$ cat src/rtl/riscv_pkg.sv
// Shared RISC-V front-end definitions: datapath width, supported major opcodes,
// the NOP encoding and the {instr, pc} record carried by the fetch queue.
package riscv_pkg;
  localparam int XLEN = 32;

  localparam logic [6:0] OP_LOAD   = 7'b0000011;
  localparam logic [6:0] OP_STORE  = 7'b0100011;
  localparam logic [6:0] OP_RTYPE  = 7'b0110011;
  localparam logic [6:0] OP_ITYPE  = 7'b0010011;
  localparam logic [6:0] OP_BRANCH = 7'b1100011;

  localparam logic [31:0] NOP_INSTR = 32'h0000_0013;

  typedef struct packed {
    logic [31:0]     instr;
    logic [XLEN-1:0] pc;
  } fetch_entry_t;
endpackage

$ cat src/rtl/instr_fetch_unit_if.sv
// Bus bundle between the fetch unit, instruction memory, decode and the EX redirect path.
// master = fetch unit view, slave = surrounding environment view.
interface instr_fetch_unit_if;
  import riscv_pkg::*;

  logic            imem_req;
  logic [XLEN-1:0] imem_addr;
  logic [31:0]     imem_rdata;
  logic            id_valid;
  logic [31:0]     id_instr;
  logic [XLEN-1:0] id_pc;
  logic            id_ready;
  logic            id_illegal;
  logic            redirect;
  logic [XLEN-1:0] redirect_pc;

  modport master (
    output imem_req, imem_addr, id_valid, id_instr, id_pc, id_illegal,
    input  imem_rdata, id_ready, redirect, redirect_pc
  );

  modport slave (
    input  imem_req, imem_addr, id_valid, id_instr, id_pc, id_illegal,
    output imem_rdata, id_ready, redirect, redirect_pc
  );
endinterface

$ cat src/rtl/fetch_queue.sv
// Synchronous FIFO of fetch entries with flush; pointers wrap, an occupancy
// counter one bit wider than the pointers tells full from empty.
module fetch_queue
  import riscv_pkg::*;
#(
  parameter int DEPTH = 4
) (
  input  logic                     clk,
  input  logic                     rst,
  input  logic                     flush,
  input  logic                     push,
  input  fetch_entry_t             push_data,
  input  logic                     pop,
  output fetch_entry_t             head,
  output logic [$clog2(DEPTH):0]   count,
  output logic                     empty
);
  localparam int PW = $clog2(DEPTH);

  fetch_entry_t  mem_q [DEPTH];
  fetch_entry_t  mem_d [DEPTH];
  logic [PW-1:0] wr_ptr_q, wr_ptr_d;
  logic [PW-1:0] rd_ptr_q, rd_ptr_d;
  logic [PW:0]   count_q, count_d;
  logic          do_push, do_pop;

  always_comb begin
    do_push  = push & ~flush;
    do_pop   = pop & ~flush & (count_q != '0);
    mem_d    = mem_q;
    wr_ptr_d = wr_ptr_q;
    rd_ptr_d = rd_ptr_q;
    count_d  = count_q;
    if (flush) begin
      wr_ptr_d = '0;
      rd_ptr_d = '0;
      count_d  = '0;
    end else begin
      if (do_push) begin
        mem_d[wr_ptr_q] = push_data;
        wr_ptr_d        = wr_ptr_q + 1'b1;
      end
      if (do_pop) rd_ptr_d = rd_ptr_q + 1'b1;
      case ({do_push, do_pop})
        2'b10:   count_d = count_q + 1'b1;
        2'b01:   count_d = count_q - 1'b1;
        default: count_d = count_q;
      endcase
    end
  end

  always_ff @(posedge clk) begin
    if (rst) begin
      wr_ptr_q <= '0;
      rd_ptr_q <= '0;
      count_q  <= '0;
    end else begin
      wr_ptr_q <= wr_ptr_d;
      rd_ptr_q <= rd_ptr_d;
      count_q  <= count_d;
    end
  end

  // Entry storage carries data only, so it is left out of reset.
  always_ff @(posedge clk) begin
    mem_q <= mem_d;
  end

  assign head  = mem_q[rd_ptr_q];
  assign count = count_q;
  assign empty = (count_q == '0);
endmodule

$ cat src/rtl/instr_fetch_unit.sv
// PC generator + fixed-latency imem reader feeding decode through a credit-checked queue.
// Optional FETCH_OPCODE_CHECK_EN flags unsupported opcodes at the queue head.
module instr_fetch_unit
  import riscv_pkg::*;
#(
  parameter logic [XLEN-1:0] RESET_PC = '0,
  parameter int              QDEPTH   = 4
) (
  input  logic                clk,
  input  logic                rst,
  instr_fetch_unit_if.master  bus
);
  localparam int PW = $clog2(QDEPTH);
  localparam int CW = PW + 2;

  logic [XLEN-1:0] pc_q, pc_d;
  logic [XLEN-1:0] issue_pc_q, issue_pc_d;
  logic            inflight_q, inflight_d;
  logic            kill_q, kill_d;
  logic            req, push, pop;
  fetch_entry_t    head, push_entry;
  logic [PW:0]     count;
  logic            empty;

  always_comb begin
    // Conservative credit: a same-cycle pop is not counted, so pushes can never overflow.
    req        = ~rst & ~bus.redirect & ((CW'(count) + CW'(inflight_q)) < CW'(QDEPTH));
    push       = inflight_q & ~kill_q & ~bus.redirect;
    pop        = ~empty & bus.id_ready & ~bus.redirect;
    push_entry = '{instr: bus.imem_rdata, pc: issue_pc_q};
    pc_d       = pc_q;
    if (bus.redirect)  pc_d = {bus.redirect_pc[XLEN-1:2], 2'b00};
    else if (req)      pc_d = pc_q + XLEN'(4);
    issue_pc_d = req ? pc_q : issue_pc_q;
    inflight_d = req;
    kill_d     = bus.redirect;
  end

  always_ff @(posedge clk) begin
    if (rst) begin
      pc_q       <= RESET_PC;
      inflight_q <= 1'b0;
      kill_q     <= 1'b0;
    end else begin
      pc_q       <= pc_d;
      inflight_q <= inflight_d;
      kill_q     <= kill_d;
    end
  end

  always_ff @(posedge clk) begin
    issue_pc_q <= issue_pc_d;
  end

  fetch_queue #(.DEPTH(QDEPTH)) u_queue (
    .clk       (clk),
    .rst       (rst),
    .flush     (bus.redirect),
    .push      (push),
    .push_data (push_entry),
    .pop       (pop),
    .head      (head),
    .count     (count),
    .empty     (empty)
  );

  assign bus.imem_req  = req;
  assign bus.imem_addr = pc_q;
  assign bus.id_valid  = ~empty;
  assign bus.id_instr  = head.instr;
  assign bus.id_pc     = head.pc;

`ifdef FETCH_OPCODE_CHECK_EN
  logic op_ok;
  always_comb begin
    case (head.instr[6:0])
      OP_LOAD, OP_STORE, OP_RTYPE, OP_ITYPE, OP_BRANCH: op_ok = 1'b1;
      default:                                          op_ok = 1'b0;
    endcase
  end
  assign bus.id_illegal = ~empty & ~op_ok;
`else
  assign bus.id_illegal = 1'b0;
`endif
endmodule

$ cat src/flat_wrapper.sv
// flat-port wrapper written by rule: the top's interface ports become plain ports
module instr_fetch_unit_flat import riscv_pkg::*;
#(
  parameter logic [XLEN-1:0] RESET_PC = '0,
  parameter int              QDEPTH   = 4
)
  (clk, rst, bus_imem_req, bus_imem_addr, bus_id_valid, bus_id_instr, bus_id_pc, bus_id_illegal, bus_imem_rdata, bus_id_ready, bus_redirect, bus_redirect_pc);
  instr_fetch_unit_if bus_i ();
  input  logic clk;
  input  logic rst;
  output wire logic [$bits(bus_i.imem_req)-1:0] bus_imem_req;
  output wire logic [$bits(bus_i.imem_addr)-1:0] bus_imem_addr;
  output wire logic [$bits(bus_i.id_valid)-1:0] bus_id_valid;
  output wire logic [$bits(bus_i.id_instr)-1:0] bus_id_instr;
  output wire logic [$bits(bus_i.id_pc)-1:0] bus_id_pc;
  output wire logic [$bits(bus_i.id_illegal)-1:0] bus_id_illegal;
  input wire logic [$bits(bus_i.imem_rdata)-1:0] bus_imem_rdata;
  input wire logic [$bits(bus_i.id_ready)-1:0] bus_id_ready;
  input wire logic [$bits(bus_i.redirect)-1:0] bus_redirect;
  input wire logic [$bits(bus_i.redirect_pc)-1:0] bus_redirect_pc;
  assign bus_imem_req = bus_i.imem_req;
  assign bus_imem_addr = bus_i.imem_addr;
  assign bus_id_valid = bus_i.id_valid;
  assign bus_id_instr = bus_i.id_instr;
  assign bus_id_pc = bus_i.id_pc;
  assign bus_id_illegal = bus_i.id_illegal;
  assign bus_i.imem_rdata = bus_imem_rdata;
  assign bus_i.id_ready = bus_id_ready;
  assign bus_i.redirect = bus_redirect;
  assign bus_i.redirect_pc = bus_redirect_pc;
  instr_fetch_unit #(.RESET_PC(RESET_PC), .QDEPTH(QDEPTH)) u_core (.clk(clk), .rst(rst), .bus(bus_i));
endmodule
$ cat config.mk
export PLATFORM = sky130hd
export DESIGN_NAME = instr_fetch_unit_flat
export DESIGN_NICKNAME = d
export VERILOG_FILES = /design/src/rtl/riscv_pkg.sv /design/src/rtl/instr_fetch_unit_if.sv /design/src/rtl/fetch_queue.sv /design/src/rtl/instr_fetch_unit.sv /design/src/flat_wrapper.sv
export SDC_FILE = /design/constraint.sdc
export NUM_CORES = 1
export LEC_CHECK = 0
export CAP_MARGIN = 10
export CORE_UTILIZATION = 55
export DETAILED_ROUTE_END_ITERATION = 12
export PLACE_DENSITY = 0.83
export SETUP_SLACK_MARGIN = 0.5
export SLEW_MARGIN = 20
export SYNTH_ARGS = -nofsm -noshare
export SYNTH_HDL_FRONTEND = slang
export SYNTH_HIERARCHICAL = 1
export SYNTH_SLANG_ARGS = --single-unit
$ cat constraint.sdc
create_clock -name clk -period 4.3 [get_ports clk]
set_input_delay 0.43 -clock clk [delete_from_list [all_inputs] [get_ports clk]]
set_output_delay 0.43 -clock clk [all_outputs]
set_load 0.02 [all_outputs]
### Word level (Yosys, flattened, before mapping)

Cells that the tools add are included.
W data, S select, Z words.

* add/sub/neg operators: 6
* magnitude comparators: 4
* equality and inequality tests: 2
* multiplexer cells: 9
* bitwise gates (word level): 15
* reduce and logical (&&, ||, !) cells: 7

Operators with widths (count)
* $bwmux W256: 1
* $mux W64: 3
* $bmux W64 S2: 1
* $demux W64 S2: 1
* $mux W32: 2
* $add A32 B3 Y32 const B: 1
* $and A1 B1 Y1: 9
* $ge A3 B3 Y1 const B: 2
* $not A2 Y3: 2
* $pmux W3 S2: 1
* $add A2 B1 Y2 const B: 2
* $add A3 B1 Y4: 1
* $lt A4 B3 Y1 const B: 1
* $not A1 Y1: 4
* $reduce_bool A2 Y1: 2
* $add A3 B1 Y3 const B: 1
* $logic_not A3 Y1: 1
* $lt A3 B1 Y1 const B: 1
* $reduce_bool A3 Y1: 1
* $sub A3 B1 Y3 const B: 1
* $eq A2 B1 Y1 const B: 1
* $eq A2 B2 Y1 const B: 1
* $reduce_and A2 Y1: 1
* $reduce_or A2 Y1: 1
* $logic_and A1 B1 Y1: 1

* bits in registers: 329
* bits of input ports: 68

### Logic depth before layout (Yosys ltp)

* depth after elaboration: 8
* mapped depth: 12

### Modules after synthesis

Netlist, hierarchy kept.

Modules (own cells, without submodules)
* fetch_queue: instances 1, cells an instance 381, area an instance 9646.8 um^2, seq. area each 7827.5 um^2
* instr_fetch_unit: instances 1, cells an instance 282, area an instance 2889.0 um^2, seq. area each 1541.5 um^2

### Least setup slack after synthesis

Ideal clock, no wire load.

* path kind: in2reg
* start point: input port bus_redirect
* end point: register u_core/u_queue/mem_q[0] (netlist bit) (enable)
* library setup time: 429 ps
* arrival: 2980 ps
* data required time: 3871 ps
* slack: 892 ps
* stages on the path: 5
* path buffers: 2
* cell sequence: clkbuf_1 -> clkbuf_1 -> nor3b_1 -> nor2b_1 -> and2_1

* word-level cells in the longest chain between the ends: 4

Ends and longest elaborated chain
* start: declaration: RTL line flat_wrapper.sv:19 `input wire logic [$bits(bus_i.redirect)-1:0] bus_redirect;`
* $not A1 Y1 (no line)
* $and A1 B1 Y1: RTL line instr_fetch_unit.sv:28 `push = inflight_q & ~kill_q & ~bus.redirect;`
* named net u_core.push: RTL line instr_fetch_unit.sv:20 `logic req, push, pop;`
* $and A1 B1 Y1: RTL line fetch_queue.sv:28 `do_push = push & ~flush;`
* $reduce_and A2 Y1 (no line)
* end signal: assignment: RTL line fetch_queue.sv:66 `mem_q <= mem_d;`
* end: declaration: RTL line fetch_queue.sv:20 `fetch_entry_t mem_q [DEPTH];`

The timed path passes the listed nets, and every way through them passes these cells.
A chain may end at the register's enable or synchronous reset.

### Worst setup path in the final report

* start point: register u_core.u_queue.rd_ptr_q[0]
* end point: output port bus_id_pc[9]

* word-level cells in the longest chain between the ends: 4

Ends and longest elaborated chain
* start: declaration: RTL line fetch_queue.sv:23 `logic [PW-1:0] rd_ptr_q, rd_ptr_d;`
* start signal: assignment: RTL line fetch_queue.sv:59 `rd_ptr_q <= rd_ptr_d;`
* $not A2 Y3 (implied by the code): RTL line fetch_queue.sv:69 `assign head = mem_q[rd_ptr_q];`
* $bmux W64 S2: RTL line fetch_queue.sv:69
* $mux W64 (implied by the code) (2 in series): RTL line fetch_queue.sv:69
* end: declaration: RTL line flat_wrapper.sv:15 `output wire logic [$bits(bus_i.id_pc)-1:0] bus_id_pc;`

No other way between the ends. The select of a mux whose other input is x is not followed.

==> results.sh <==
export IMPL_dpl_cell_area_um2=14500
export IMPL_yosys_warnings=6
export IMPL_path_cells="buf_12 -> mux4_2 -> clkdlybuf4s50_1"
export IMPL_viasPerCell=5.99
export IMPL_h_tree_depth=1
export IMPL_io_pins=167
export IMPL_worst_path_max_delay_cell="dfxtp_4"
export IMPL_rows=54
export IMPL_clk_latency_ns=0.54
export IMPL_track_usage_pct=22.4
export IMPL_clkPwrFrac_pct=42.1
export IMPL_nets=917
export IMPL_ys_ff_latch=325
export IMPL_routed_wl_um=25700
export IMPL_yosys_area_top_type="edfxtp_1"
export IMPL_leakage_nw=4.92
export IMPL_whs_path_depth=3
export IMPL_hold_viol=0
export IMPL_switching_power_mw=1.27
export IMPL_cts_tree="built"
export IMPL_rsz0062_at_grt="no"
export IMPL_crit_path_end_kind="output port"
export IMPL_synthArstFlopShare_pct=0
export IMPL_path_buf_inv=2
export IMPL_die_y_um=153
export IMPL_start_util_pct=56.7
export IMPL_grt_pass1_wl_um=40100
export IMPL_routedWlPerCell_um=22.5
export IMPL_grt_max_degree=66
export IMPL_coreArea_um2=22100
export IMPL_drtAntennaViolNets=0
export IMPL_cts_buffers=30
export IMPL_via_count=6869
export IMPL_clock_skew_ns=0.0107
export IMPL_cp_data_arrival_time_ns=2.88
export IMPL_fin_area_um2=15600
export IMPL_cts_clk_slew_worst_paths_ns=0.06
export IMPL_sw_frac_of_total_pct=19.3
export IMPL_die_w_um=153
export IMPL_multi_input_area_um2=2950
export IMPL_cp_top_family="buffers and inverters"
export IMPL_ctsHoldBuffers=0
export IMPL_pwr_share_seq_pct=53.8
export IMPL_cts_setup_buffers=0
export IMPL_antenna_found_initial=0
export IMPL_fmax_ghz=0.302
export IMPL_synthFlopType="edfxtp_1"
export IMPL_finalSetupTns_ns=0
export IMPL_p_int_mw=5.31
export IMPL_yosys_area_top_type_share_pct=68.5
export IMPL_ys_seq_area_share_pct=74.7
export IMPL_finalCriticalPeriod_ns=3.31
export IMPL_grt_pass1_vias=7219
export IMPL_dp_hpwl_um=15600
export IMPL_cap_viol_max_count=0
export IMPL_ir_drop_uv=224
export IMPL_criticalPathCategory="flop to output port"
export IMPL_drive_above_1_share_pct=15.8
export IMPL_drt_iter0_drc=735
export IMPL_hold_path_class="primary input to flop"
export IMPL_gp_congestion=0.928
export IMPL_finalMaxSlewViolations=0
export IMPL_ctsResizeCount=0
export IMPL_power_density_nw_per_um2=423
export IMPL_synth_avg_cell_area_um2=18.9
export IMPL_ctsLongestPathBuffers=3
export IMPL_finalSetupViolations=0
export IMPL_critical_path_depth=3
export IMPL_syn2layout_area_growth_pct=24.1
export IMPL_synth_edf_count=286
export IMPL_status="finished, final reports clean"
export IMPL_cts_root_buffer="clkbuf_16"
export IMPL_ff2ff_path_depth=11
export IMPL_synth_cell_type_count=54
export IMPL_numClockSinks=325
export IMPL_seq_area_um2=9380
export IMPL_antenna_cells=0
export IMPL_port_buffer_count=161
export IMPL_synth_cells=663
export IMPL_slew_limit_headroom_pct=35.6
export IMPL_drcViolationCount=0
export IMPL_worst_pin_slew_ns=0.965
export IMPL_fillers=1341
export IMPL_synth_area_um2=12500
export IMPL_cp_start_kind="flop"
export IMPL_overflow=0
export IMPL_critPathMaxFanout=34
export IMPL_die_area_um2=23400
export IMPL_whs_ns=0.473
export IMPL_comb_power_share_pct=4.1
export IMPL_synth_area_leaders="edfxtp_1, mux4_2, dfxtp_1"
export IMPL_max_stage_delay_ns=0.82
export IMPL_required_ns=3.87
export IMPL_finalCritPeriodShare_pct=77.0
export IMPL_dr_pass1_iters=8
==> per-layer routing <==
| metal | GRT usage [%] | part of all wire, % | up-vias |
|---|---|---|---|
| met3 | 2.98 | 7.2 | 48 |
| met2 | 38.9 | 51 | 336 |
| li1 | - | - | 3075 |
| met5 | 0 | 0 | - |
| met4 | 6.16 | 1.9 | 0 |
| met1 | 30.1 | 40 | 3410 |
==> cells in the final DEF, fill, tap and decap left out, types with 5 or more instances in the layout <==
cell,n
a211oi_1,8
a311oi_1,11
a31oi_1,8
and2_1,8
buf_12,5
buf_4,6
clkbuf_1,8
clkbuf_16,31
clkbuf_8,8
clkdlybuf4s50_1,161
conb_1,11
dfxtp_1,37
edfxtp_1,286
ha_1,6
inv_1,16
mux4_2,64
nand2_1,20
nand3_1,14
nand4_1,14
nor2_1,31
nor3_1,7
nor4_1,7
o21ai_0,6
o31ai_1,9
or4_1,9
xor2_1,9
==> worst paths after layout <==
check / start / endpoint / slack, ns
worst max register to register: u_core/u_queue/count[0] / u_core/u_queue/count[2] / 1.76
worst min register to register: u_core/issue_pc_q[18] / u_core/u_queue/mem_q[18] / 0.50
worst min-delay path: bus_redirect_pc[16] / u_core/bus.imem_addr[16] / 0.47
worst max-delay path: u_core/u_queue/rd_ptr_q[0] / bus_id_pc[9] / 0.99
==> per-stage QoR <==
step	utilization (%)	cells	power (mW)	setup slack [ns]
after floorplan	-	673	3.70	0.892
final	70.4	1146	6.58	0.990
after global placement	65.6	1090	3.86	1.30
after CTS	70.4	1146	6.63	0.906
after global routing	70.4	1146	6.76	0.823
after detailed placement	65.6	1090	3.87	1.21
==> cells in the mapped netlist (4+ instances only) <==
cell	instances
inv_1	16
nor3_1	7
o311ai_0	4
nor2_1	31
xnor2_1	4
o21ai_0	6
and2_1	12
o31ai_1	9
buf_4	5
ha_1	6
a311oi_1	11
nand3_1	14
xor2_1	9
a211oi_1	8
nand2_1	20
o211ai_1	4
edfxtp_1	286
or4_1	9
clkbuf_1	18
dfxtp_1	39
nor4_1	7
a31oi_1	8
buf_2	6
or3_1	4
mux4_2	64
buf_6	6
nand4_1	14
and3_1	4
==> logic make-up after synthesis <==
kind of cell,Yosys count,synth area share [%]
AO/OA/AOI/OAI,65,3.97
XOR/XNOR,13,0.908
adder cells (fa/ha/maj),7,0.759
buffers and inverters,51,2.10
flip-flops,325,74.7
multiplexers,66,11.7
other,1,0.0299
AND/OR/NAND/NOR,135,5.84
==> power groups by stage <==
stage	logic (mW)	clock network, mW	registers (mW)
6_report	0.271	2.77	3.54
5_1_grt	0.287	2.92	3.55
4_1_cts	0.270	2.82	3.54
3_5_place_dp	0.268	0	3.61
3_3_place_gp	0.260	0	3.60
2_1_floorplan	0.0918	0	3.61
==> final cells by class <==
cell class / instances / area share, %
Sequential cell: 325 / 60.3
Inverter: 16 / 0.386
Multi-Input combinational cell: 297 / 19.0
Tap cell: 280 / 2.25
Clock buffer: 47 / 5.89
Timing Repair Buffer: 172 / 11.3
Clock inverter: 9 / 0.949
==> worst reg2reg max path, stage by stage, from the launching register on <==
cell	delay, ns
dfxtp_1	0.47
nor3_1	0.09
inv_1	0.10
and3_1	0.22
o31ai_1	0.13
nor2_1	0.15
ha_1	0.23
inv_1	0.07
fa_1	0.39
xor2_1	0.17
or3_1	0.31
a21oi_1	0.16
==> state kept, by name, indices dropped and copies added, names as in the netlist <==
signal / flops
u_core/issue_pc_q: 30
u_core/kill_q: 1
u_core/bus.imem_addr: 30
u_core/u_queue/count: 3
u_core/u_queue/rd_ptr_q: 2
u_core/u_queue/wr_ptr_q: 2
u_core/u_queue/mem_q: 256
u_core/inflight_q: 1
Note: power is estimated with default switching activity, not from simulation.
